`src/rtl/rtc_bus_arbiter.sv`:
```
// rtc_bus_arbiter: round-robin owner selection among three requesters
// (chrono reset sequencer, time/config writer, periodic time reader) and
// the multiplexed address/data strobe sequence for an external RTC.
// Each transaction is IDLE -> ADDR -> GAP -> DATA -> DONE -> IDLE. Every
// output is a flop loaded from a value decoded from the next state, so
// the outputs change on the same edge as the state register.
module rtc_bus_arbiter #(
    parameter int PULSE_CYC = 8,
    parameter int GAP_CYC   = 4
) (
    input  logic       clk,
    input  logic       reset,
    input  logic [2:0] req,
    input  logic [7:0] addr0,
    input  logic [7:0] addr1,
    input  logic [7:0] addr2,
    input  logic [7:0] wdata0,
    input  logic [7:0] wdata1,
    input  logic [7:0] wdata2,
    input  logic [2:0] we,
    output logic [2:0] grant,
    output logic [2:0] done,
    output logic [7:0] rdata,
    output logic       cs_n,
    output logic       ad_n,
    output logic       rd_n,
    output logic       wr_n,
    output logic [7:0] bus_out,
    output logic       bus_oe,
    input  logic [7:0] bus_in
);

    typedef enum logic [2:0] {
        S_IDLE = 3'd0,
        S_ADDR = 3'd1,
        S_GAP  = 3'd2,
        S_DATA = 3'd3,
        S_DONE = 3'd4
    } state_t;

    // The phase counter counts down to zero, so a phase of N cycles
    // is entered with N-1.
    localparam logic [7:0] PULSE_LOAD = 8'(PULSE_CYC - 1);
    localparam logic [7:0] GAP_LOAD   = 8'(GAP_CYC - 1);

    // State, shared phase counter and round-robin pointer
    state_t     state_q, state_d;
    logic [7:0] cnt_q, cnt_d;
    logic [1:0] last_q, last_d;
    logic [1:0] owner_q, owner_d;

    // Requester fields captured at grant time
    logic [7:0] addr_q, addr_d;
    logic [7:0] wdata_q, wdata_d;
    logic       we_q, we_d;

    // Registered outputs
    logic [2:0] grant_q, grant_d;
    logic [2:0] done_q, done_d;
    logic [7:0] rdata_q, rdata_d;
    logic       cs_n_q, cs_n_d;
    logic       ad_n_q, ad_n_d;
    logic       rd_n_q, rd_n_d;
    logic       wr_n_q, wr_n_d;
    logic [7:0] bus_out_q, bus_out_d;
    logic       bus_oe_q, bus_oe_d;

    // Requester index 0..2 to its one-hot grant/done pattern
    function automatic logic [2:0] onehot3(input logic [1:0] idx);
        logic [2:0] oh;
        oh = 3'b001 << idx;
        return oh;
    endfunction

    // Successor in the 0 -> 1 -> 2 -> 0 ring
    function automatic logic [1:0] ring_next(input logic [1:0] idx);
        logic [1:0] nxt;
        nxt = (idx == 2'd2) ? 2'd0 : idx + 2'd1;
        return nxt;
    endfunction

    // Request bit for a requester index; index 3 never requests
    function automatic logic req_at(input logic [2:0] r, input logic [1:0] idx);
        logic bit_v;
        case (idx)
            2'd0:    bit_v = r[0];
            2'd1:    bit_v = r[1];
            2'd2:    bit_v = r[2];
            default: bit_v = 1'b0;
        endcase
        return bit_v;
    endfunction

    // First active requester found walking the ring from last+1;
    // only meaningful when at least one request bit is set.
    function automatic logic [1:0] rr_pick(input logic [2:0] r, input logic [1:0] last);
        logic [1:0] idx;
        logic [1:0] win;
        logic       found;
        idx   = ring_next(last);
        win   = idx;
        found = 1'b0;
        for (int k = 0; k < 3; k++) begin
            if (!found && req_at(r, idx)) begin
                win   = idx;
                found = 1'b1;
            end
            idx = ring_next(idx);
        end
        return win;
    endfunction

    // Next-state, phase counter, capture registers and output decode
    always_comb begin
        state_d = state_q;
        cnt_d   = cnt_q;
        last_d  = last_q;
        owner_d = owner_q;
        addr_d  = addr_q;
        wdata_d = wdata_q;
        we_d    = we_q;
        rdata_d = rdata_q;
        done_d  = 3'b000;

        case (state_q)
            S_IDLE: begin
                // Requester inputs are looked at only here; everything the
                // transaction needs is copied so later input changes are moot.
                if (req != 3'b000) begin
                    owner_d = rr_pick(req, last_q);
                    case (owner_d)
                        2'd0: begin
                            addr_d  = addr0;
                            wdata_d = wdata0;
                            we_d    = we[0];
                        end
                        2'd1: begin
                            addr_d  = addr1;
                            wdata_d = wdata1;
                            we_d    = we[1];
                        end
                        default: begin
                            addr_d  = addr2;
                            wdata_d = wdata2;
                            we_d    = we[2];
                        end
                    endcase
                    state_d = S_ADDR;
                    cnt_d   = PULSE_LOAD;
                end
            end
            S_ADDR: begin
                if (cnt_q == 8'd0) begin
                    state_d = S_GAP;
                    cnt_d   = GAP_LOAD;
                end else begin
                    cnt_d = cnt_q - 8'd1;
                end
            end
            S_GAP: begin
                if (cnt_q == 8'd0) begin
                    state_d = S_DATA;
                    cnt_d   = PULSE_LOAD;
                end else begin
                    cnt_d = cnt_q - 8'd1;
                end
            end
            S_DATA: begin
                if (cnt_q == 8'd0) begin
                    // Last strobe cycle: the RTC is still driving, capture now
                    if (!we_q) begin
                        rdata_d = bus_in;
                    end
                    done_d  = onehot3(owner_q);
                    last_d  = owner_q;
                    state_d = S_DONE;
                    cnt_d   = 8'd0;
                end else begin
                    cnt_d = cnt_q - 8'd1;
                end
            end
            S_DONE: begin
                state_d = S_IDLE;
                cnt_d   = 8'd0;
            end
            default: begin
                state_d = S_IDLE;
                cnt_d   = 8'd0;
            end
        endcase

        // Bus pins follow the state being entered so they settle on the
        // same edge as the state register.
        grant_d   = 3'b000;
        cs_n_d    = 1'b1;
        ad_n_d    = 1'b1;
        rd_n_d    = 1'b1;
        wr_n_d    = 1'b1;
        bus_oe_d  = 1'b0;
        bus_out_d = 8'h00;

        case (state_d)
            S_ADDR: begin
                grant_d   = onehot3(owner_d);
                cs_n_d    = 1'b0;
                ad_n_d    = 1'b0;
                wr_n_d    = 1'b0;
                bus_oe_d  = 1'b1;
                bus_out_d = addr_d;
            end
            S_GAP: begin
                grant_d = onehot3(owner_d);
                cs_n_d  = 1'b0;
            end
            S_DATA: begin
                grant_d = onehot3(owner_d);
                cs_n_d  = 1'b0;
                if (we_d) begin
                    wr_n_d    = 1'b0;
                    bus_oe_d  = 1'b1;
                    bus_out_d = wdata_d;
                end else begin
                    // Read: the bus is released so the RTC can drive it
                    rd_n_d = 1'b0;
                end
            end
            default: begin
            end
        endcase
    end

    // State register and all output flops; reset aborts any transaction
    always_ff @(posedge clk or negedge reset) begin
        if (!reset) begin
            state_q   <= S_IDLE;
            cnt_q     <= 8'd0;
            last_q    <= 2'd2;
            owner_q   <= 2'd0;
            addr_q    <= 8'h00;
            wdata_q   <= 8'h00;
            we_q      <= 1'b0;
            grant_q   <= 3'b000;
            done_q    <= 3'b000;
            rdata_q   <= 8'h00;
            cs_n_q    <= 1'b1;
            ad_n_q    <= 1'b1;
            rd_n_q    <= 1'b1;
            wr_n_q    <= 1'b1;
            bus_out_q <= 8'h00;
            bus_oe_q  <= 1'b0;
        end else begin
            state_q   <= state_d;
            cnt_q     <= cnt_d;
            last_q    <= last_d;
            owner_q   <= owner_d;
            addr_q    <= addr_d;
            wdata_q   <= wdata_d;
            we_q      <= we_d;
            grant_q   <= grant_d;
            done_q    <= done_d;
            rdata_q   <= rdata_d;
            cs_n_q    <= cs_n_d;
            ad_n_q    <= ad_n_d;
            rd_n_q    <= rd_n_d;
            wr_n_q    <= wr_n_d;
            bus_out_q <= bus_out_d;
            bus_oe_q  <= bus_oe_d;
        end
    end

    assign grant   = grant_q;
    assign done    = done_q;
    assign rdata   = rdata_q;
    assign cs_n    = cs_n_q;
    assign ad_n    = ad_n_q;
    assign rd_n    = rd_n_q;
    assign wr_n    = wr_n_q;
    assign bus_out = bus_out_q;
    assign bus_oe  = bus_oe_q;

endmodule

```
`config.mk`:
```
export PLATFORM = sky130hd
export DESIGN_NAME = rtc_bus_arbiter
export DESIGN_NICKNAME = d
export VERILOG_FILES = /design/src/rtl/rtc_bus_arbiter.sv
export SDC_FILE = /design/constraint.sdc
export NUM_CORES = 1
export LEC_CHECK = 0
export ABC_AREA = 1
export ABC_CLOCK_PERIOD_IN_PS = 2350
export CORE_AREA = 2 2 84 86
export CTS_BUF_LIST = sky130_fd_sc_hd__clkbuf_2 sky130_fd_sc_hd__clkbuf_4 sky130_fd_sc_hd__clkbuf_8
export CTS_CLUSTER_SIZE = 30
export DETAILED_ROUTE_END_ITERATION = 10
export DIE_AREA = 0 0 86 88
export PLACE_DENSITY = 0.8
export SYNTH_ARGS = -nofsm -noshare
export SYNTH_HDL_FRONTEND = slang
export SYNTH_SLANG_ARGS = --single-unit
export TNS_END_PERCENT = 20
```
`constraint.sdc`:
```
create_clock -name clk -period 2.35 [get_ports clk]
set_input_delay 0.705 -clock clk [delete_from_list [all_inputs] [get_ports clk]]
set_output_delay 0.705 -clock clk [all_outputs]
set_load 0.01 [all_outputs]
```
==> results.yml, run 1 <==
clock_tree:
  numCtsBuffers: 9
  cts.sinks: 59
  cts_htree_levels: 3
  cts.path.max_buffers: 2
  hold_buffers: 0
  root_buffer: "clkbuf_8"
  clkTransAtPathRegs_ns: 0.07
  insertion_delay_ns: 0.33
  cts_tree: "built"
routing:
  vias: 2960
  wl_per_cell_um: 13.0
  drcViolationCount: 0
  dr.first_iter.drc_count: 112
  first_pass_iters: 5
  ant_nets: 0
  routed_wl_um: 7810
  avgViaCountPerCell: 4.93
global_routing:
  grt_pass1_vias: 2863
  grt_max_degree: 30
  grt_use_met1_pct: 26.1
  grt_pass1_wl_um: 12900
  grtUsageTotal_pct: 21.9
  overflow: 0
  antenna_found_initial: 0
  gr-max-usage-layer: "met2"
  use_met3_pct: 4.71
  use_met2_pct: 38.8
final_layout:
  final_area_sq_um: 4560
  area_growth_pct: 43.5
  final_nets: 582
  diodes: 0
  drive_gt1_share_pct: 19.8
die:
  fp.dieH_um: 88
  core-area_sq_um: 6640
  start_util_pct: 47.9
  die_area_sq_um: 7570
  rows: 30
  die_w_um: 86
  ios: 91
timing:
  tightest_slew_ns: 0.374
  final_hold_viol_count: 0
  slew_violations: 0
  fin_crit_sh_pct: 93.4
  final.setup_skew_ns: 0.00711
  max_slew_margin_pct: 75.0
  min_period_ns: 2.19
  finalSetupViolCount: 0
  rsz0062_at_grt: "false"
  clock.fmax_mhz: 456
  hold_ws_ns: 0.164
worst_setup_path:
  crit_start: "req[2]"
  cp-endpoint: "bus_out[3]$_DFF_PN0_"
  r2r-end: "bus_out[3]$_DFF_PN0_"
  cp.arrival_ns: 2.42
  regToRegStartpoint: "last_q[1]$_DFFE_PN1P_"
  crit_required_ns: 2.57
  crit_fanout: 9
  crit_type: "input port to flip-flop"
  start_kind: "input port"
  reg2regPathDepth: 16
  rrSetupSlack_ns: 0.17
  cp-end-kind: "flip-flop"
yosys:
  synth_area_sq_um: 3180
  synth_seq_area_share_pct: 46.6
  synth_nets: 460
  yosysWarningCount: 0
  synth_enable_flop_cells: 0
  synthDistinctLibCells: 38
  ys.flop_type: "dfrtp_1"
  synthCells: 394
  async_flop_share_pct: 100
  yosys_register_bits: 59
  syn_avg_cell_area_sq_um: 8.07
pwr:
  power_frac_clock_pct: 38.9
  power_leakage_nw: 2.23
  cell_internal_pwr_mw: 1.78
  p_sw_share_pct: 23.7
  ir_drop_mv: 0.319
  p_seq_share_pct: 45.8
  p_switching_mw: 0.555
  p_per_area_nw_per_um2: 512
  p_total_mw: 2.34
  combPwrFrac_pct: 15.3
status:
  status: "complete, no violations"
flow_run:
  cap_violations: 0
placed_design:
  hpwl_um: 5990
  postPlaceCellArea_sq_um: 4360
  numPortBuffers: 90
  place.gp.congestion: 0.834
hold_path:
  holdCritPathClass: "input port to async pin"
## synth_stat cells, drive strengths merged (4+ instances only)
library cell / instances / area, sq um
nand2: 110 / 465
inv: 55 / 209
dfrtp: 54 / 1350
nand3: 50 / 305
nor2: 49 / 201
o21ai: 11 / 62.6
or2: 10 / 62.6
mux2: 8 / 90.1
nor3: 8 / 50.1
a21boi: 6 / 45.0
buf: 6 / 48.8
dfstp: 5 / 131
a21oi: 4 / 20.0
## critical path, cell delays in order
cell and delay [ns]:
dlygate4sd2_1 0.28, nand3_2 0.11, nand2_2 0.06, nor2_4 0.12
nand2_1 0.09, buf_4 0.14, nand2_2 0.06, nand3_4 0.09
nand2_4 0.11, nand2_4 0.07, inv_4 0.13, nand2_1 0.08
nand2_2 0.11, nand2_4 0.10, nand3_1 0.10, nand2_1 0.06
## worst min-delay path by stage
stage                                      to  slack (ns)  cells after the start
after floorplan           addr_q[0]$_DFF_PN0_        0.41                      0
after global placement      done[0]$_DFF_PN0_        0.43                      1
after detailed placement    done[0]$_DFF_PN0_        0.45                      1
after CTS                   done[2]$_DFF_PN0_        0.15                      1
after global routing        done[2]$_DFF_PN0_        0.15                      1
final                       done[2]$_DFF_PN0_        0.16                      1
## metrics by stage
step	setup TNS (ns)	utilization (%)	worst slack [ns]	cells
final	0	68.7	0.156	601
after detailed placement	-8.65	65.6	-0.386	584
after global routing	0	68.7	0.00854	601
after CTS	0	68.6	0.117	600
after floorplan	0	-	0.384	394
after global placement	-6.35	65.6	-0.296	584
## cell usage in the layout, fill, tap and decap left out, drive strengths merged
master / n
o311ai: 1
buf: 30
nor3: 8
nor2: 49
clkdlybuf4s50: 86
a21boi: 6
o22ai: 3
dfrtp: 54
xor2: 3
clkinvlp: 1
dfstp: 5
nand2: 110
dlygate4sd2: 3
nand3: 50
a31oi: 1
mux2: 8
nand4: 2
bufinv: 1
inv: 55
o21a: 1
clkbuf: 11
nand3b: 2
and2: 1
a21oi: 4
clkinv: 3
ha: 2
o21ai: 11
or2: 10
## area by class of cell
| cell class | instances | area (sq um) |
|---|---|---|
| clock buffer | 11 | 145 |
| inverter | 55 | 209 |
| tap | 80 | 100 |
| timing repair buffer | 119 | 1130 |
| fill | 538 | 2080 |
| clock inverter | 5 | 52.6 |
| sequential | 59 | 1480 |
| multi-input combinational | 272 | 1440 |
## flip-flops by register name, indices dropped and copies added, names as in the netlist, 3 cells and up
name	cells
addr_q	8
bus_out	8
cnt_q	8
rdata	8
wdata_q	8
done	3
grant	3
state_q	3
## power by group through the flow
stage	registers, mW	clock network (mW)	logic [mW]
3_5_place_dp	1.09	0	0.359
5_1_grt	1.07	0.996	0.389
4_1_cts	1.07	0.939	0.360
6_report	1.07	0.909	0.357
2_1_floorplan	1.09	0	0.133
3_3_place_gp	1.09	0	0.354
## cell families after synthesis
group | count (synthesis) | synth area share [%]
buffers and inverters | 63 | 8.34
DFF | 59 | 46.6
AOI/OAI and AO/OA | 27 | 5.31
xor gates and xnor gates | 3 | 0.826
adders and majority gates | 2 | 0.787
muxes | 8 | 2.83
and+or+nand+nor | 232 | 35.3
## metal layers
| layer | wire length (um) | up-vias |
|---|---|---|
| li1 | - | 1486 |
| met1 | 3230 | 1366 |
| met2 | 4010 | 100 |
| met3 | 484 | 8 |
| met4 | 85 | 0 |
| met5 | 0 | - |
## what timing repair did
action | CTS | global route
hold endpoints to repair | 0 | 0
buffers inserted | 0 | 1
resized for setup | 5 | 0
pin swaps | 0 | 0
endpoints found under the setup margin | 9 | 7
cloned | 0 | 0
No activity file was read; power rests on OpenSTA's default activity.
==> run 2, diff against run 1 <==
--- a/config.mk
+++ b/config.mk
@@ -7,12 +7,13 @@
 export LEC_CHECK = 0
 export ABC_AREA = 1
 export ABC_CLOCK_PERIOD_IN_PS = 2350
-export CORE_AREA = 2 2 84 86
+export CORE_AREA = 2 2 99 101
 export CTS_BUF_LIST = sky130_fd_sc_hd__clkbuf_2 sky130_fd_sc_hd__clkbuf_4 sky130_fd_sc_hd__clkbuf_8
 export CTS_CLUSTER_SIZE = 30
 export DETAILED_ROUTE_END_ITERATION = 10
-export DIE_AREA = 0 0 86 88
-export PLACE_DENSITY = 0.8
+export DIE_AREA = 0 0 101 103
+export HOLD_SLACK_MARGIN = 0.08
+export PLACE_DENSITY = 0.61
 export SYNTH_ARGS = -nofsm -noshare
 export SYNTH_HDL_FRONTEND = slang
 export SYNTH_SLANG_ARGS = --single-unit
==> results.yml, run 2 (synthesized netlist as in run 1, its figures left out) <==
worst_setup_path:
  cp.arrival_ns: 2.38
  cp-end-kind: "flip-flop"
  start_kind: "flip-flop"
  reg2regPathDepth: 14
  crit_type: "flip-flop to flip-flop"
  slowest_stage: "dfstp_2"
  cp.depth: 14
  crit_top_cell: "nand3_2"
  crit_required_ns: 2.58
  path_cells: "inv_2 > nand3_2 > inv_1 > nor2_1 > nand3_2 > nand3_2 > nand2_4 > buf_4 > nor2_2 > nor2_2 > nand2_2 > nand2_4 > nand3_1 > nand2_1"
  critical-path-max-stage-delay_ns: 0.63
  critPathTopFamily: "simple AND/OR/NAND/NOR gates"
  crit_fanout: 9
  crit_buf_inv: 3
routing:
  drcViolationCount: 0
  ant_nets: 0
  routed_wl_um: 8190
  dr.first_iter.drc_count: 83
  vias: 2953
  avgViaCountPerCell: 4.67
  wl_per_cell_um: 12.9
  first_pass_iters: 4
hold_path:
  holdCritPathClass: "input port to async pin"
timing:
  clock.fmax_mhz: 467
  fin_ws_ns: 0.208
  slew_violations: 0
  tightest_slew_ns: 0.390
  hold_ws_ns: 0.365
  final.setup_skew_ns: 0.00525
  fin_crit_sh_pct: 91.1
  rsz0062_at_grt: "false"
  min_period_ns: 2.14
  final_hold_viol_count: 0
  finalSetupViolCount: 0
  setup_tns_ns: 0
  max_slew_margin_pct: 74.0
clock_tree:
  cts.path.max_buffers: 2
  insertion_delay_ns: 0.34
  root_buffer: "clkbuf_8"
  cts_tree: "built"
  cts_htree_levels: 3
  numCtsBuffers: 9
  cts.sinks: 59
  clkTransAtPathRegs_ns: 0.07
global_routing:
  grt_max_degree: 60
  grtUsageTotal_pct: 17.2
  antenna_found_initial: 0
  grt_pass1_vias: 3130
  overflow: 0
  grt_pass1_wl_um: 14000
die:
  fp.dieH_um: 103
  die_area_sq_um: 10400
  die_w_um: 101
  ios: 91
  core-area_sq_um: 9460
  start_util_pct: 33.6
  rows: 36
final_layout:
  multi_input_area_sq_um: 1450
  final_cell_mix: "93 x nand2_1, 86 x clkdlybuf4s50_1, 54 x dfrtp_1, 50 x inv_1, 42 x nor2_1"
  final_area_sq_um: 4660
  filler_cell_count: 939
  fin_cells: 633
  final_nets: 580
  ff_latch_area_sq_um: 1480
  final_core_util_pct: 49.3
  drive_gt1_share_pct: 19.8
  area_growth_pct: 46.6
  diodes: 0
  final_common_cell: "nand2_1"
placed_design:
  postPlaceCellArea_sq_um: 4390
  hpwl_um: 6260
  pre_cts_ws_ns: -0.359
  numPortBuffers: 90
  dp_cells: 617
  place.gp.congestion: 0.888
pwr:
  p_total_mw: 2.58
  ir_drop_mv: 0.279
  p_per_area_nw_per_um2: 553
  power_leakage_nw: 2.27
flow_run:
  cap_violations: 0
status:
  status: "complete, no violations"
run 2: routing by layer:
layer	part of all wire, %	track usage (%)
met1	45	21.7
met2	48	29.2
met3	5.1	4.14
met4	1.8	5.61
met5	0	0
run 2: path summary, 6_finish.rpt:
path / startpoint / endpoint / slack [ns]
min reg2reg: owner_q[1]$_DFF_PN0_ / done[0]$_DFF_PN0_ / 0.45
max reg2reg: last_q[1]$_DFFE_PN1P_ / bus_out[1]$_DFF_PN0_ / 0.21
max: last_q[1]$_DFFE_PN1P_ / bus_out[1]$_DFF_PN0_ / 0.21
min: reset / done[1]$_DFF_PN0_ / 0.37
max in group asynchronous: reset / rd_n$_DFF_PN1_ / 1.69
min in group clk: owner_q[1]$_DFF_PN0_ / done[0]$_DFF_PN0_ / 0.45
run 2: final cells by class:
class	count	area share (%)
tap	114	3.06
sequential	59	31.8
clock inverter	6	2.44
inverter	55	4.48
multi-input combinational	272	31.2
timing repair buffer	117	24.3
clock buffer	10	2.82
run 2: repair_timing:
| action | CTS | global route |
|---|---|---|
| endpoints found under the setup margin | 2 | 15 |
| setup buffers | 0 | 0 |
| hold buffers | 0 | 0 |
| gates resized for setup | 2 | 6 |
run 2: power by group:
group	internal [mW]	leakage (nW)	switching [mW]
logic	0.203	1.46	0.157
registers	1.06	0.691	0.0153
clock network	0.718	0.116	0.432
